**config.mk**
```make
export PLATFORM = sky130hd
export DESIGN_NAME = ram256x1_byte_ctrl
export DESIGN_NICKNAME = d
export VERILOG_FILES = /design/src/rtl/ram256x1_byte_ctrl.sv
export SDC_FILE = /design/constraint.sdc
export NUM_CORES = 1
export LEC_CHECK = 0
export ABC_CLOCK_PERIOD_IN_PS = 2100
export CORE_MARGIN = 2
export CORE_UTILIZATION = 40
export CTS_BUF_LIST = sky130_fd_sc_hd__clkbuf_4
export CTS_CLUSTER_DIAMETER = 30
export DETAILED_ROUTE_END_ITERATION = 16
export GPL_ROUTABILITY_DRIVEN = 0
export GPL_TIMING_DRIVEN = 0
export MAX_ROUTING_LAYER = met4
export PLACE_DENSITY = 0.71
export SYNTH_ARGS = -nofsm -noshare
export SYNTH_HDL_FRONTEND = slang
export SYNTH_SLANG_ARGS = --single-unit
```
**constraint.sdc**
```tcl
create_clock -name CLK -period 2.1 [get_ports CLK]
set_clock_uncertainty 0.2 [all_clocks]
set_input_delay 0.42 -clock CLK [delete_from_list [all_inputs] [get_ports CLK]]
set_output_delay 0.42 -clock CLK [all_outputs]
set_load 0.1 [all_outputs]
```
**src/rtl/ram256x1_byte_ctrl.sv**
```systemverilog
// Byte-wide request/response front end for a 256x1 single-bit RAM.
// Each accepted request is serialised into eight single-bit RAM accesses:
// writes are posted, and reads are assembled into a byte and returned
// through a valid/ready response port. Bit order within a byte is selected
// by MSB_FIRST.
module ram256x1_byte_ctrl #(
    parameter logic MSB_FIRST = 1'b0
) (
    input  logic       CLK,
    input  logic       RST_N,
    input  logic       REQ_VALID,
    output logic       REQ_READY,
    input  logic       REQ_WE,
    input  logic [4:0] REQ_ADDR,
    input  logic [7:0] REQ_WDATA,
    output logic       RSP_VALID,
    input  logic       RSP_READY,
    output logic [7:0] RSP_RDATA,
    output logic       RAM_WE,
    output logic [7:0] RAM_A,
    output logic       RAM_D,
    input  logic       RAM_O
);

    typedef enum logic [1:0] {
        IDLE  = 2'd0,
        WRITE = 2'd1,
        READ  = 2'd2,
        RESP  = 2'd3
    } state_t;

    state_t     state_reg, state_next;
    logic [2:0] cnt_reg, cnt_next;
    logic [4:0] addr_reg, addr_next;
    logic [7:0] wdata_reg, wdata_next;
    logic [7:0] rdata_reg, rdata_next;
    logic [2:0] bit_idx;
    logic [2:0] bit_next;

    // Output registers; they are loaded from the next-state values so that
    // they always agree with the state and counter they describe.
    logic       ram_we_reg;
    logic       ram_d_reg;
    logic [7:0] ram_a_reg;
    logic       req_ready_reg;
    logic       rsp_valid_reg;

    // Bit of the byte addressed by the current counter value.
    assign bit_idx = MSB_FIRST ? (3'd7 - cnt_reg) : cnt_reg;

    // Next-state logic: request acceptance, bit sequencing and read capture.
    always_comb begin
        state_next = state_reg;
        cnt_next   = cnt_reg;
        addr_next  = addr_reg;
        wdata_next = wdata_reg;
        rdata_next = rdata_reg;
        bit_next   = 3'd0;

        case (state_reg)
            IDLE: begin
                if (REQ_VALID) begin
                    addr_next  = REQ_ADDR;
                    wdata_next = REQ_WDATA;
                    cnt_next   = 3'd0;
                    state_next = REQ_WE ? WRITE : READ;
                end
            end
            WRITE: begin
                // The counter wraps 7->0 on the same edge the byte completes.
                cnt_next = cnt_reg + 3'd1;
                if (cnt_reg == 3'd7) begin
                    state_next = IDLE;
                end
            end
            READ: begin
                // RAM_O is combinational from RAM_A, which already points at
                // bit_idx during this cycle.
                rdata_next[bit_idx] = RAM_O;
                cnt_next            = cnt_reg + 3'd1;
                if (cnt_reg == 3'd7) begin
                    state_next = RESP;
                end
            end
            RESP: begin
                // No new request is taken on the handshake edge itself.
                if (RSP_READY) begin
                    state_next = IDLE;
                end
            end
            default: begin
                state_next = IDLE;
            end
        endcase

        bit_next = MSB_FIRST ? (3'd7 - cnt_next) : cnt_next;
    end

    // FSM state, data latches and registered RAM / handshake outputs.
    always_ff @(posedge CLK or negedge RST_N) begin
        if (!RST_N) begin
            state_reg     <= IDLE;
            cnt_reg       <= 3'd0;
            addr_reg      <= 5'd0;
            wdata_reg     <= 8'd0;
            rdata_reg     <= 8'd0;
            ram_we_reg    <= 1'b0;
            ram_d_reg     <= 1'b0;
            ram_a_reg     <= 8'd0;
            req_ready_reg <= 1'b1;
            rsp_valid_reg <= 1'b0;
        end else begin
            state_reg     <= state_next;
            cnt_reg       <= cnt_next;
            addr_reg      <= addr_next;
            wdata_reg     <= wdata_next;
            rdata_reg     <= rdata_next;
            ram_a_reg     <= {addr_next, bit_next};
            ram_we_reg    <= (state_next == WRITE);
            ram_d_reg     <= (state_next == WRITE) ? wdata_next[bit_next] : 1'b0;
            req_ready_reg <= (state_next == IDLE);
            rsp_valid_reg <= (state_next == RESP);
        end
    end

    assign REQ_READY = req_ready_reg;
    assign RSP_VALID = rsp_valid_reg;
    assign RSP_RDATA = rdata_reg;
    assign RAM_WE    = ram_we_reg;
    assign RAM_A     = ram_a_reg;
    assign RAM_D     = ram_d_reg;

endmodule

```
Yosys cells after proc, flatten, opt, wreduce, memory -nomap -nowiden:

Index checks and enable logic that the tools add are counted.

* register bits: 38
* output and inout bits: 20

* add/sub/neg operators: 1
* reductions and logical operators: 4
* muxes and demuxes: 18
* equality and inequality tests: 6
* magnitude comparators: 3

Operators with widths (number)
* two-way mux 8 bit: 2
* two-way mux 2 bit: 5
* two-way mux 5 bit: 2
* bitwise mux 8 bit: 1
* < comparator 3 x 4 -> 1 bit (second input constant): 2
* one-hot mux 2 bit (4 select lines): 1
* == test 2 bit (second input constant): 3
* one-hot mux 3 bit (2 select lines): 1
* == test 2 x 1 -> 1 bit (second input constant): 2
* logical NOT 2 bit: 2
* adder 3 x 1 -> 3 bit (second input constant): 1
* binary-select mux 1 bit (select 3 bit): 1
* demux 1 bit (select 3 bit): 1
* == test 3 bit (second input constant): 1
* >= comparator 3 x 1 -> 1 bit (second input constant): 1
* two-way mux 1 bit: 3
* two-way mux 3 bit: 1
* OR reduction 2 bit: 1
* logical AND 1 bit: 1

Longest topological paths before layout:

* word-level depth: 6
* mapped depth: 8
* mapped depth without buffers: 8

Worst setup path after synthesis:

Ideal clock, no wire load.

* path kind: reg-to-reg
* start point: register, netlist name RAM_A[0]
* end point: register ram_d_reg (netlist: RAM_D)
* arrival: 2174 ps
* setup time: 123 ps
* path buffers: 1
* period minus slack after synthesis: 2497 ps
* required time: 1777 ps
* cell stages (with the launch flop): 7
* slack: -397 ps
* cells stage by stage: dfrtp_1 buf_2 nand2b_1 o22ai_2 inv_1 mux4_2 o221a_1

RTL lines
* to (signal assigned): RTL line 120 `ram_d_reg <= (state_next == WRITE) ? wdata_next[bit_next] : 1'b0;`
* to (decl): RTL line 43 `logic ram_d_reg;`

Worst setup path after layout:

* start point: register state_reg[0]
* end point: register ram_d_reg (netlist: RAM_D)

* elaborated cells between the ends (all ways): 16
* those cells by class: eq/ne (4); mux (10); reduce/logical (2)

RTL lines
* from (decl): RTL line 32 `state_t state_reg, state_next;`
* from (signal assigned): RTL line 113 `state_reg <= state_next;`
* logical NOT 2 bit: RTL line 60 `case (state_reg)`
* two-way mux 8 bit: RTL line 60
* via wdata_next[5]: RTL line 35 `logic [7:0] wdata_reg, wdata_next;`
* binary-select mux 1 bit (select 3 bit): RTL line 120
* two-way mux 1 bit (not written as such): RTL line 120
* two-way mux 1 bit: RTL line 120

The timed path passes the listed nets, and every way through them passes these cells. The select of a mux whose other input is x is not followed.
A chain may end at the register's enable or synchronous reset.

==> impl_metrics.toml <==
[final_layout]
seqCellArea_um2 = 761
syn2layout_area_growth_pct = 44.0
multi_input_area_um2 = 692
diodes = 0
layout.nets = 186
drive_gt1_share_pct = 43.8
nFillCells = 272

[detailed_routing]
via_per_inst = 5.10
ant_nets = 0
wl_per_cell_um = 13.9
highest_layer = "met4"
drc_errors = 0
drt-total-wl_mm = 2.89
vias = 1060
drtIter0Drc = 55
route.layer.met1.wl_mm = 1.20
firstDrtPassIters = 4
dr_wl_met3_um = 206
met2WireLength_mm = 1.43

[placed_design]
port_buffers = 38
hpwl_mm = 2.04
dp_slack_ns = -0.408

[flow_run]
cap_violations = 0

[clock_network]
insertion_delay_ns = 0.33
cts_root_buf = "clkbuf_4"
path_clk_slew_ns = 0.09
cts.htree.levels = 2
cts_tree = "done"
clock_sinks = 30
clockBufferDepth = 2
cts_buffers = 5

[global_routing]
grt_pass1_vias = 1118
grt_usage_pct = 16.3
grt_pass1_wl_mm = 4.95
antenna_found_initial = 0
grt.overflow.total = 0
grt_start_max_net_pins = 31

[critical_path]
cp_slowest_stage_delay_ns = 0.46
start_kind = "register"
worst_path_max_delay_cell = "mux4_2"
cp_data_required_time_ns = 2.12
arrival_ns = 2.14
reg2reg_depth = 6
critPathMaxFanout = 8
cp_cell_sequence = "inv_2, ha_4, nand2_8, mux2_4, mux4_2, o221a_1"
path_class = "register to register"
end_kind = "register"

[logic_synthesis]
ys_ff_latch = 30
syn_area_um2 = 1430
synth-seq-area-share_pct = 52.7
ys_types = 30
synth.net_count = 135
netlist_instances = 110
avgSynthCellArea_um2 = 13.0
ys_warn_count = 0

[floorplan]
std_cell_rows = 21
core_um2 = 3390
die_area_um2 = 4060
initial_utilization_pct = 42.1
io_pins = 39
die_y_um = 63.7
dieWidth_um = 63.7

[timing]
hold_viol = 0
final.min_clock_period_ns = 2.12
relSlewSlack_pct = 56.7
fmax_mhz = 471
slew_viol_final = 0
grt_setup_unrepaired = "true"
setup_viol = 1
fin_crit_sh_pct = 101
tightest_slew_ns = 0.650
layout_setup_ws_ns = -0.0247

[run_status]
violations = "setup timing"
status = "complete, but fails checks"

[hold_path]
min_path_cells = 1
worstHoldPathType = "register to register"
final timing paths:
kind / startpoint / endpoint / slack, ns
max: state_reg[0] / RAM_D / -0.02
min: wdata_reg[6] / wdata_reg[6] / 0.30
max reg2reg: state_reg[0] / RAM_D / -0.02
min reg2reg: wdata_reg[6] / wdata_reg[6] / 0.30
max in group asynchronous: RST_N / RAM_A[0] / 0.77
min in group asynchronous: RST_N / state_reg[1] / 0.44
layout make-up:
class                      count  share of cell area (%)
sequential                    30                    37.0
multi-input combinational     69                    33.7
timing repair buffer          44                    21.7
tap                           46                    2.80
clock buffer                   6                    2.19
inverter                       8                    1.46
buffer                         3                   0.730
clock inverter                 2                   0.426
layout by cell type (no fill, tap or decap), drive strengths merged, types with 2 or more instances in the layout:
cell type	count
a21oi	2
a22oi	3
buf	7
clkbuf	8
clkdlybuf4s15	20
clkdlybuf4s50	16
clkinv	2
dfrtp	29
ha	6
inv	8
mux2	21
mux4	3
nand2	4
nand2b	3
nand3	3
nand4b	2
nor2	4
nor2b	3
nor3b	2
o21ai	3
logic make-up (layout without fill, tap and decap cells):
logic type | Yosys count | count (layout) | share of synthesized area [%]
fa+ha+maj | 6 | 6 | 5.26
simple gates | 27 | 27 | 11.3
flops | 30 | 30 | 52.7
mux | 24 | 24 | 21.6
compound gates | 12 | 12 | 6.22
buf+inv | 11 | 63 | 2.98
worst max-delay path: cells and delay by family, from the launching register on:
family,cells,cell delay [ns]
simple gates,1,0.09
flops,1,0.42
fa+ha+maj,1,0.21
buf+inv,1,0.11
mux,2,0.78
compound gates,1,0.21
synthesized netlist by cell type:
cell type / count / area, µm²
a21o_1: 1 / 7.51
and2_1: 1 / 6.26
nand2_1: 3 / 11.3
mux4_2: 2 / 45.0
mux2_2: 21 / 236
a21oi_1: 2 / 10.0
nand4_1: 1 / 6.26
nand2_4: 1 / 11.3
ha_1: 6 / 75.1
o21ai_0: 3 / 15.0
inv_1: 8 / 30.0
nand3_1: 3 / 15.0
buf_2: 1 / 5.00
nor2b_1: 3 / 18.8
o211a_1: 1 / 10.0
nor2_1: 4 / 15.0
nor3b_1: 2 / 15.0
mux4_1: 1 / 26.3
nand4b_1: 2 / 17.5
and2b_1: 1 / 7.51
o221a_1: 1 / 11.3
a22oi_1: 3 / 22.5
nand2b_1: 3 / 18.8
o22ai_2: 1 / 12.5
clkbuf_1: 2 / 7.51
dfrtp_1: 29 / 726
and3_1: 1 / 6.26
dfstp_2: 1 / 26.3
or2b_1: 1 / 7.51
nor3_1: 1 / 5.00
routing by layer:
| layer | track usage (%) | up-vias |
|---|---|---|
| li1 | - | 492 |
| met1 | 19.0 | 524 |
| met2 | 25.8 | 38 |
| met3 | 5.81 | 6 |
| met4 | 6.52 | 0 |
| met5 | - | - |
timing repair:
action | CTS | global route
buffers inserted | 3 | 2
gates cloned | 0 | 0
pin swaps | 2 | 1
resized for setup | 71 | 2
endpoints found under the setup margin | 21 | 1
hold buffers | 0 | 1
hold endpoints to repair | 0 | 29
stage by stage:
step                TNS [ns]  hold WS [ns]  instances  area, µm²  util [%]
detailed placement     -5.68         0.284        194       1890      55.7
CTS                  -0.0118         0.303        205       2030      59.9
global route          -0.105         0.319        208       2060      60.6
finish               -0.0247         0.300        208       2060      60.6
floorplan                  0       -0.0756        110       1450         -
global placement       -5.88         0.279        194       1890      55.7
Power is not shown: default switching activity piles up to over one toggle a cycle in this logic, so the estimate is an artifact.
